## config.mk

```make
export PLATFORM = sky130hd
export DESIGN_NAME = ps2_tx
export DESIGN_NICKNAME = d
export VERILOG_FILES = /design/src/rtl/ps2_tx.sv
export SDC_FILE = /design/constraint.sdc
export NUM_CORES = 1
export LEC_CHECK = 0
export ABC_AREA = 1
export CAP_MARGIN = 20
export CORE_UTILIZATION = 50
export DETAILED_ROUTE_END_ITERATION = 7
export HOLD_SLACK_MARGIN = 0.08
export PLACE_DENSITY_LB_ADDON = 0.12
export SYNTH_ARGS = -nofsm -noshare
export SYNTH_HDL_FRONTEND = slang
export SYNTH_SLANG_ARGS = --single-unit
export TNS_END_PERCENT = 5
```

## constraint.sdc

```tcl
create_clock -name clk -period 2.4 [get_ports clk]
set_input_delay 0.6 -clock clk [delete_from_list [all_inputs] [get_ports clk]]
set_output_delay 0.6 -clock clk [all_outputs]
set_load 0.01 [all_outputs]
```

## src/rtl/ps2_tx.sv

```systemverilog
// PS/2 host-to-device transmitter: clock inhibit, request-to-send, 8 data bits + odd parity + stop, ACK check.
// Define PS2_TX_TIMEOUT_EN to add a watchdog from SHIFT entry until the bus returns to idle.
module ps2_tx #(
    parameter int unsigned INHIBIT_CYCLES = 10000,
    parameter int unsigned TIMEOUT_CYCLES = 2000000
) (
    input  logic       clk,
    input  logic       rst_n,
    input  logic       ps2_clk,
    input  logic       ps2_data,
    output logic       ps2_clk_oe,
    output logic       ps2_data_oe,
    input  logic [7:0] tx_data,
    input  logic       tx_valid,
    output logic       tx_ready,
    output logic       busy,
    output logic       tx_done,
    output logic       tx_err
);
    typedef enum logic [2:0] {IDLE, INHIBIT, START, SHIFT, ACK, WAIT_IDLE} state_t;

    localparam logic [20:0] INHIBIT_LAST = 21'(INHIBIT_CYCLES - 1);
`ifdef PS2_TX_TIMEOUT_EN
    localparam logic [20:0] TIMEOUT_LAST = 21'(TIMEOUT_CYCLES - 1);
`endif

    state_t      state, state_nxt;
    logic [20:0] cnt, cnt_nxt;
    logic [8:0]  shreg, shreg_nxt;
    logic [3:0]  bit_cnt, bit_cnt_nxt;
    logic        data_oe_r, data_oe_nxt;
    logic        ack_ok, ack_ok_nxt;
    logic        done_r, done_nxt;
    logic        err_r, err_nxt;
    logic        clk_s1, clk_s2, clk_s3;
    logic        data_s1, data_s2;
    logic        fall;

    // Synchronisers idle high so a reset never looks like a falling edge
    always_ff @(posedge clk or negedge rst_n) begin
        if (!rst_n) begin
            clk_s1  <= 1'b1;
            clk_s2  <= 1'b1;
            clk_s3  <= 1'b1;
            data_s1 <= 1'b1;
            data_s2 <= 1'b1;
        end else begin
            clk_s1  <= ps2_clk;
            clk_s2  <= clk_s1;
            clk_s3  <= clk_s2;
            data_s1 <= ps2_data;
            data_s2 <= data_s1;
        end
    end

    assign fall = clk_s3 & ~clk_s2;

    always_ff @(posedge clk or negedge rst_n) begin
        if (!rst_n) begin
            state     <= IDLE;
            cnt       <= '0;
            shreg     <= '0;
            bit_cnt   <= '0;
            data_oe_r <= 1'b0;
            ack_ok    <= 1'b0;
            done_r    <= 1'b0;
            err_r     <= 1'b0;
        end else begin
            state     <= state_nxt;
            cnt       <= cnt_nxt;
            shreg     <= shreg_nxt;
            bit_cnt   <= bit_cnt_nxt;
            data_oe_r <= data_oe_nxt;
            ack_ok    <= ack_ok_nxt;
            done_r    <= done_nxt;
            err_r     <= err_nxt;
        end
    end

    always_comb begin
        state_nxt   = state;
        cnt_nxt     = cnt;
        shreg_nxt   = shreg;
        bit_cnt_nxt = bit_cnt;
        data_oe_nxt = data_oe_r;
        ack_ok_nxt  = ack_ok;
        done_nxt    = 1'b0;
        err_nxt     = 1'b0;
        case (state)
            IDLE: begin
                if (tx_valid) begin
                    state_nxt = INHIBIT;
                    cnt_nxt   = '0;
                    shreg_nxt = {~^tx_data, tx_data};
                end
            end
            INHIBIT: begin
                if (cnt == INHIBIT_LAST) state_nxt = START;
                else                     cnt_nxt   = cnt + 21'd1;
            end
            START: begin
                state_nxt   = SHIFT;
                bit_cnt_nxt = '0;
                data_oe_nxt = 1'b1;
                cnt_nxt     = '0;
            end
            // Bits change only after a detected fall, so data is stable while the device clock is low
            SHIFT: begin
                if (fall) begin
                    if (bit_cnt == 4'd9) begin
                        data_oe_nxt = 1'b0;
                        state_nxt   = ACK;
                    end else begin
                        data_oe_nxt = ~shreg[0];
                        shreg_nxt   = {1'b1, shreg[8:1]};
                        bit_cnt_nxt = bit_cnt + 4'd1;
                    end
                end
            end
            ACK: begin
                if (fall) begin
                    ack_ok_nxt = ~data_s2;
                    state_nxt  = WAIT_IDLE;
                end
            end
            WAIT_IDLE: begin
                if (clk_s2 && data_s2) begin
                    state_nxt = IDLE;
                    done_nxt  = ack_ok;
                    err_nxt   = ~ack_ok;
                end
            end
            default: state_nxt = IDLE;
        endcase
`ifdef PS2_TX_TIMEOUT_EN
        if (state == SHIFT || state == ACK || state == WAIT_IDLE) begin
            if (cnt == TIMEOUT_LAST) begin
                state_nxt   = IDLE;
                data_oe_nxt = 1'b0;
                done_nxt    = 1'b0;
                err_nxt     = 1'b1;
            end else begin
                cnt_nxt = cnt + 21'd1;
            end
        end
`endif
    end

    assign ps2_clk_oe  = (state == INHIBIT) || (state == START);
    assign ps2_data_oe = (state == START) || ((state == SHIFT) && data_oe_r);
    assign tx_ready    = (state == IDLE);
    assign busy        = (state != IDLE);
    assign tx_done     = done_r;
    assign tx_err      = err_r;
endmodule

```

Word-level counts from Yosys, hierarchy flattened. Cells that the tools add are included.

Bits in latches: 0. ROM bits: 0. RAM bits: 0. Output and inout bits: 6. Logic and storage cells: 75. Register bits: 46. Input port bits: 13. Memories kept: 0.

$mul: 0. Reductions and logical operators: 16. Shift operators: 0. Div/mod/pow operators: 0. Bitwise operators: 5. Add/subtract/negate cells: 2. Magnitude comparators: 0. Muxes and demuxes: 24. Equal/unequal tests: 15.

Operators with widths (number): $pmux 21 s3 (1); $mux 21 (2); $mux 9 (3); $add 21x1->21 const B (1); $eq 21x14->1 const B (1); $mux 3 (6); $pmux 3 s6 (1); $pmux 9 s2 (1); $ne 2x2->1 const B (8); $mux 4 (2); $pmux 4 s2 (1); $reduce_xnor 8->1 (1); $eq 3x2->1 const B (2); $eq 3x3->1 const B (2); $mux 1 (6); $reduce_and 3->1 (2); $reduce_and 6->1 (1); $reduce_bool 3->1 (2); $add 4x1->4 const B (1); $eq 4x4->1 const B (1); $not 1->1 (4); $reduce_and 2->1 (2); $reduce_and 4->1 (1); $reduce_bool 2->1 (2); 6 further kinds (8).

Longest topological paths before layout. Gate-level depths: netlist of the first run.

Word-level depth: 4. Depth in mapped cells: 11. Gate-level depth less buffers: 11.

Worst setup path before layout of the first run. No wires, ideal clock.

Path type: flip-flop to output port. Start: reg state[1]. End: out ps2_data_oe. Path buffers: 2. Path slack: 553 ps. Arrival: 1247 ps. Data required time: 1800 ps. Stages on the path, launching flop included: 7. Path through: dfrtp_1 -> buf_4 -> nand2_1 -> nor2_4 -> inv_2 -> clkbuf_1 -> o21ai_0.

Word-level cells in the longest chain between the ends: 3.

RTL lines: start, declared (line 27) `state_t state, state_nxt;`; start signal, assigned (line 69) `state <= state_nxt;`; $eq 3x2->1 (line 150) `assign ps2_data_oe = (state == START) || ((state == SHIFT) && data_oe_r);`; $logic_and 1x1->1 (line 150); $logic_or 1x1->1 * (line 150); end, declared (line 12) `output logic ps2_data_oe,`.

Mark *: on every way between the ends. The rest lies on a longest branch, timed or not.

Worst setup path in the final report of the first run.
Start: reg state[1]. End: out ps2_clk_oe.

Word-level cells in the longest chain between the ends: 2.

RTL lines: $eq 3x1->1 / $eq 3x2->1 (equally long branches) (line 149) `assign ps2_clk_oe = (state == INHIBIT) || (state == START);`; $logic_or 1x1->1 * (line 149); end, declared (line 11) `output logic ps2_clk_oe,`.

Marks and branches as above.

==> results of run 1 <==
[state kept, by name (all words and copies together) (netlist names)]
| register | count |
|---|---|
| bit_cnt | 4 |
| state | 3 |
| clk_s3 | 1 |
| ack_ok | 1 |
| cnt | 21 |
| tx_err | 1 |
| data_s2 | 1 |
| tx_done | 1 |
| shreg | 9 |
| data_s1 | 1 |
| data_oe_r | 1 |
| clk_s2 | 1 |
| clk_s1 | 1 |
[cells in the final DEF, fill, tap and decap left out, types with 3 or more instances in the layout]
cell / synthesis / layout
dfstp_2: 5 / 5
xnor2_1: 4 / 4
nand4_1: 6 / 6
or2_2: 3 / 3
clkbuf_8: 0 / 6
dfrtp_1: 41 / 38
inv_1: 45 / 44
clkdlybuf4s50_1: 0 / 16
a21oi_1: 9 / 9
xor2_1: 6 / 6
nand3_1: 43 / 43
nand2_1: 153 / 153
buf_4: 3 / 8
nor2_1: 52 / 52
inv_2: 2 / 3
ha_1: 3 / 3
dfrtp_2: 0 / 3
o21ai_0: 10 / 10
[what timing repair did]
action / CTS / global route
buffers inserted: 0 / 2
hold endpoints to repair: 0 / 0
setup endpoints to repair: 1 / 2
gates resized for setup: 2 / 4
[through the flow]
step / util [%] / worst slack, ns / hold WS [ns] / std cells
2_1_floorplan: - / 0.553 / 0.304 / 407
3_3_place_gp: 58.2 / 0.248 / 0.348 / 494
3_5_place_dp: 58.2 / 0.214 / 0.350 / 494
4_1_cts: 60.9 / 0.00134 / 0.325 / 502
5_1_grt: 61.3 / 0.00542 / 0.365 / 504
6_report: 61.3 / 0.0989 / 0.301 / 504
[routing by layer]
metal	GRT usage (%)	part of all wire, %	up-vias
met1	30.4	54	1131
met3	4.31	3.7	7
li1	-	-	1325
met2	32.1	42	28
met4	5.58	0.97	0
met5	0	0	-
[cell type report]
class / instances / share of cell area, %
tap: 70 / 2.73
clock buffer: 6 / 2.57
inverter: 47 / 5.49
sequential: 46 / 36.1
multi-input combinational: 307 / 43.9
timing repair buffer: 26 / 7.28
clock inverter: 2 / 1.87
[critical path, delay by kind of cell, from the launching register on]
kind | cells | cell delay, ns
DFF | 1 | 0.47
buffers and inverters | 2 | 0.63
and+or+nand+nor | 2 | 0.30
[power groups by stage]
| stage | Sequential (uW) | Combinational (uW) | Clock (uW) |
|---|---|---|---|
| floorplan | 988 | 762 | 0 |
| detailed placement | 1040 | 1030 | 0 |
| global route | 1040 | 1190 | 757 |
| finish | 1020 | 1050 | 719 |
| CTS | 1020 | 1030 | 731 |
| global placement | 1030 | 1010 | 0 |
[path summary, 6_finish.rpt]
check	from	to	slack [ns]	cells past startpoint
min in group clk	data_s1$_DFF_PN1_	data_s2$_DFF_PN1_	0.36	0
worst min register to register	data_s1$_DFF_PN1_	data_s2$_DFF_PN1_	0.36	0
worst max-delay path	state[1]$_DFFE_PN0P_	ps2_clk_oe	0.1	4
worst min-delay path	rst_n	cnt[13]$_DFFE_PN0P_	0.30	1
worst max register to register	cnt[0]$_DFFE_PN0P_	cnt[14]$_DFFE_PN0P_	0.53	8
max in group asynchronous	rst_n	cnt[12]$_DFFE_PN0P_	1.47	2
[cell families after synthesis]
logic type	after synthesis	share of synthesized area, %
AOI/OAI and AO/OA	27	5.45
xor gates and xnor gates	10	3.15
adders and majority gates	3	1.35
buffers and inverters	54	7.79
DFF	46	41.6
and+or+nand+nor	267	40.6
==> results by group, run 1 <==
Status
  – Outcome: complete, no violations

Floorplan
  – I/O pin count: 19
  – Starting Density: 53.1%
  – Core ar.: 0.00524 sq mm
  – Die Y-Extent: 76.6 um
  – Row cnt: 26
  – DIE AREA: 0.00586 sq mm
  – Die width: 76.6 um

Yosys
  – Synth cell types: 30
  – Synth warn: 0
  – Most frequent cell after synthesis: nand2_1
  – Synthesized net count: 423
  – Mapped Area: 0.00278 sq mm
  – EDFF count, synth: 0
  – Seq/Total Area, Yosys: 41.6%
  – Async SR Flop Fraction: 100%
  – Mean area per synthesized cell: 6.83 sq um
  – Top cells by area, synth: dfrtp_1 (37%), nand2_1 (21%), nand3_1 (7.7%), nor2_1 (7.0%), inv_1 (6.1%)
  – Synth Instances: 407
  – Synth top cells by count: nand2_1 (153), nor2_1 (52), inv_1 (45), nand3_1 (43), dfrtp_1 (41)
  – Post-synth top area share: 36.9%
  – Synth Flop Type: dfrtp_1
  – Total of flip-flops plus latches after synthesis: 46
  – Dominant cell type by area after synthesis: dfrtp_1

Routing
  – Routed WL: 5680 um
  – Vias per std cell: 4.94
  – Remaining antenna violation count: 0
  – DRC viols: 0
  – DRT iter0 DRCs: 137
  – Vias: 2,491
  – DRT Pass-1 Iters: 4
  – DR WL/cell: 11.3 um

STA
  – Max-slew headroom: 58.5%
  – Endpoints failing hold: 0
  – Setup-failing EPs final: 0
  – Setup TNS: 0 ns
  – RSZ-0062 raised after global routing: false
  – Min Clock Period, post-route: 2.30 ns
  – Worst slew pin tran: 0.623 ns
  – Tcrit/Tclk final: 95.9%
  – Fmax achieved: 0.435 GHz
  – Final clock skew: 0.0112 ns
  – Pins Over Slew Limit: 0

Power and ir drop
  – VDD IR max: 0.000823 V
  – Total power: 2790 uW
  – Comb pwr share: 37.6%
  – Clk pwr share: 25.8%
  – Switch Pwr: 1050 uW
  – Pwr dens: 869 mW/mm^2
  – Switching fraction of total power: 37.5%
  – Leak: 0.00160 uW
  – P_int: 1750 uW
  – Sequential power share: 36.6%

Critical path
  – Critical Path AT: 1.70 ns
  – Critical path fanouts, max: 6
  – Crit path kind: flop to primary output
  – Crit start category: flop
  – Max stage delay on crit path: 0.54 ns
  – Worst EP required: 1.80 ns
  – Slowest stage cell, crit path: clkdlybuf4s50_1
  – Crit path capture type: primary output
  – Worst-path cell chain: nor3_4 > inv_2 > nand2_1 > clkdlybuf4s50_1

Finish
  – Area Growth Syn to Fin: 15.6%
  – Fill count: 492
  – Final net count: 449
  – Area of the multi-input gates: 0.00141 sq mm
  – Layout cell share with drive strength beyond 1: 8.53%
  – Diodes inserted: 0
  – Seq. cell area: 0.00116 sq mm
  – Final Cell Area: 0.00321 sq mm

Clock network
  – # hold bufs at CTS: 0
  – TritonCTS buffer count: 5
  – CTS tree: built
  – Worst skew pair latency: 0.31 ns
  – Max Root-Sink Buffers: 2
  – Clock Tree Root: clkbuf_8
  – H-tree levels: 2
  – Clk pin slew, worst setup/hold paths: 0.09 ns
  – CTS sink cnt: 46

Placed design
  – Global placement routability congestion: 0.931
  – HPWL after DPL: 4310 um
  – Cell Area, Placed: 0.00305 sq mm
  – Buffers added on ports: 18

Global routing
  – Vias in the first global route: 2,235
  – Largest net degree at the start of global routing: 30
  – Initial antenna violation count: 0
  – GRT Total Usage: 21.1%
  – Global-route wire length before repair: 9960 um
  – Total gr overflow: 0

Worst hold path
  – Min-delay worst type: input port to asynchronous set/reset pin

Job
  – Max_cap viols: 0
(Power assumes the default switching activity.)
==> inputs of run 2 (changes only) <==
REMOVE_ABC_BUFFERS = 1   (was default)
==> run 2 against run 1 <==
Register-to-register slack worse by 0.06 ns; worst setup slack worse by 0.017 ns; non-clock buffer count is 3 lower; die area stayed put; cell count is 0.60% lower; wire length hardly changed; flip-flop and latch count stayed put; worst hold slack worse by 0.035 ns; sequential share of layout area is 0.42 points higher; critical path type unchanged; critical endpoint unchanged; largest power group is now registers; highest routed layer unchanged.
==> results by group, run 2 (synthesis gave the netlist of run 1 again) <==
Worst hold path
  – Min-delay worst type: input port to asynchronous set/reset pin (unchanged)

Routing
  – Vias: 2,484 (was 2,491)
  – Vias per std cell: 4.96 (was 4.94)
  – Remaining antenna violation count: 0 (unchanged)
  – Routed WL: 5690 um (was 5680 um)
  – DRT iter0 DRCs: 163 (was 137)
  – Met1 WL: 3000 um (was 3050 um)
  – Metal3 WL: 189 um (was 208 um)
  – Top Metal Used: met4 (unchanged)
  – DRT Pass-1 Iters: 6 (was 4)
  – Met2 WL: 2430 um (was 2370 um)
  – DR WL/cell: 11.3 um (about the same)
  – DRC viols: 0 (unchanged)

Global routing
  – Global-route wire length before repair: 10,200 um (was 9960 um)
  – Initial antenna violation count: 0 (unchanged)
  – Total gr overflow: 0 (unchanged)
  – GRT Total Usage: 21.9% (was 21.1%)
  – Largest net degree at the start of global routing: 26 (was 30)
  – Vias in the first global route: 2,316 (was 2,235)

Finish
  – Final Cell Area: 0.00317 sq mm (was 0.00321 sq mm)
  – Largest Register: cnt (unchanged)
  – Final net count: 446 (was 449)
  – Number of flip-flops in the largest register: 21 (unchanged)
  – Most frequent cells in the layout: nand2_1 (153), nor2_1 (52), inv_1 (44) (unchanged)
  – Layout cell share with drive strength beyond 1: 7.42% (was 8.53%)
  – Commonest non-fill, non-tap cell in the layout: nand2_1 (unchanged)
  – Fill count: 511 (was 492)
  – Area Growth Syn to Fin: 14.1% (was 15.6%)
  – Diodes inserted: 0 (unchanged)
  – Biggest regs: cnt: 21 flops, shreg: 9 flops, bit_cnt: 4 flops (unchanged)

STA
  – Tcrit/Tclk final: 96.6% (was 95.9%)
  – Endpoints failing hold: 0 (unchanged)
  – Min Clock Period, post-route: 2.32 ns (was 2.30 ns)
  – Max-slew headroom: 63.4% (was 58.5%)
  – Final clock skew: 0.00610 ns (was 0.0112 ns)
  – RSZ-0062 raised after global routing: true (was false)
  – Setup-failing EPs final: 0 (unchanged)
  – Pins Over Slew Limit: 0 (unchanged)
  – Worst slew pin tran: 0.549 ns (was 0.623 ns)
  – Fmax achieved: 0.431 GHz (was 0.435 GHz)
  – Hold WS: 0.266 ns (was 0.301 ns)

Floorplan
  – DIE AREA: 0.00586 sq mm (unchanged)
  – Core ar.: 0.00524 sq mm (unchanged)
  – I/O pin count: 19 (unchanged)
  – Row cnt: 26 (unchanged)
  – Starting Density: 53.1% (unchanged)
  – Die Y-Extent: 76.6 um (unchanged)
  – Die width: 76.6 um (unchanged)

Clock network
  – CTS sink cnt: 46 (unchanged)
  – # hold bufs at CTS: 0 (unchanged)
  – H-tree levels: 2 (unchanged)
  – TritonCTS buffer count: 5 (unchanged)
  – CTS tree: built (unchanged)
  – Worst skew pair latency: 0.30 ns (was 0.31 ns)
  – Clk pin slew, worst setup/hold paths: 0.09 ns (about the same)
  – Max Root-Sink Buffers: 2 (unchanged)
  – Clock Tree Root: clkbuf_8 (unchanged)

Critical path
  – Critical Path AT: 1.72 ns (was 1.70 ns)
  – Reg2reg setup slack: 0.47 ns (was 0.53 ns)
  – Crit path kind: flop to primary output (unchanged)
  – Crit path capture type: primary output (unchanged)
  – Worst-case reg-to-reg path depth: 8 (unchanged)
  – Critical path fanouts, max: 7 (was 6)
  – Crit path to: ps2_clk_oe (unchanged)
  – CP Launch Point: state[1]$_DFFE_PN0P_ (unchanged)
  – Worst EP required: 1.80 ns (about the same)
  – Worst reg2reg path startpoint: cnt[0]$_DFFE_PN0P_ (unchanged)
  – Crit start category: flop (unchanged)
  – R2r endpoint: cnt[9]$_DFFE_PN0P_ (was cnt[14]$_DFFE_PN0P_)

Power and ir drop
  – Total power: 2620 uW (was 2790 uW)
  – VDD IR max: 0.000787 V (was 0.000823 V)
  – Leak: 0.00158 uW (was 0.00160 uW)
  – Pwr dens: 826 mW/mm^2 (was 869 mW/mm^2)

Job
  – Max_cap viols: 0 (unchanged)

Placed design
  – Cell Area, Placed: 0.00305 sq mm (about the same)
  – Buffers added on ports: 18 (unchanged)
  – Global placement routability congestion: 0.906 (was 0.931)
  – HPWL after DPL: 4190 um (was 4310 um)

Status
  – Outcome: complete, no violations (unchanged)
-- run 2: changes by cell type in the layout (fill, tap and decap cells not counted) --
cell / previous run / this run
buf_12: 0 / 1
buf_4: 8 / 4
bufinv_16: 2 / 1
clkbuf_1: 0 / 1
clkbuf_8: 6 / 5
clkinvlp_4: 0 / 1
dfrtp_1: 38 / 39
dfrtp_2: 3 / 2
dlygate4sd2_1: 1 / 0
dlymetal6s2s_1: 0 / 1
-- run 2: area by class of cell --
cell class	count	area [sq um]	area share [%]
inverter	47	176	5.56
multi-input combinational	307	1410	44.5
sequential	46	1160	36.6
timing repair buffer	23	228	7.18
tap	70	87.6	2.76
clock buffer	6	72.6	2.29
clock inverter	2	37.5	1.18
-- run 2: layer usage --
layer,track usage [%],vias to the layer above
met4,7.88,0
met2,33.1,44
met1,31.0,1116
met5,0,-
met3,4.43,5
li1,-,1319
-- run 2: critical path: stages, from the launching register on --
cell and delay [ns]:
dfrtp_2 0.48, nor3_4 0.22, inv_2 0.09, nand2_1 0.09, clkdlybuf4s50_1 0.54
-- run 2: stage by stage --
| step | instances | setup slack [ns] | TNS (ns) | utilization (%) |
|---|---|---|---|---|
| finish | 501 | 0.0815 | 0 | 60.6 |
| CTS | 501 | 0.00135 | 0 | 60.4 |
| floorplan | 400 | 0.553 | 0 | - |
| global placement | 492 | 0.250 | 0 | 58.1 |
| detailed placement | 492 | 0.217 | 0 | 58.1 |
| global route | 501 | -0.0324 | -0.0324 | 60.6 |
-- run 2: repair_timing --
item / 4_1_cts / 5_1_grt
endpoints found under the setup margin: 3 / 3
pin swaps: 1 / 0
buffers inserted: 1 / 0
resized for setup: 2 / 3
-- run 2: how the worst min path moves through the flow --
| stage | to | cells after the start | slack [ns] | start |
|---|---|---|---|---|
| final | shreg[7]$_DFFE_PN0P_ | 1 | 0.27 | rst_n |
| after global placement | data_s2$_DFF_PN1_ | 0 | 0.35 | data_s1$_DFF_PN1_ |
| after CTS | shreg[7]$_DFFE_PN0P_ | 1 | 0.28 | rst_n |
| after global routing | shreg[7]$_DFFE_PN0P_ | 1 | 0.29 | rst_n |
| after detailed placement | data_s2$_DFF_PN1_ | 0 | 0.35 | data_s1$_DFF_PN1_ |
| after floorplan | ack_ok$_DFFE_PN0P_ | 0 | 0.30 | rst_n |
-- run 2: power by group --
group | internal [uW] | switching, uW | total (uW) | leakage (uW)
Clock | 311 | 267 | 578 | 0.0000514
Sequential | 918 | 111 | 1030 | 0.000586
Combinational | 367 | 647 | 1010 | 0.000942
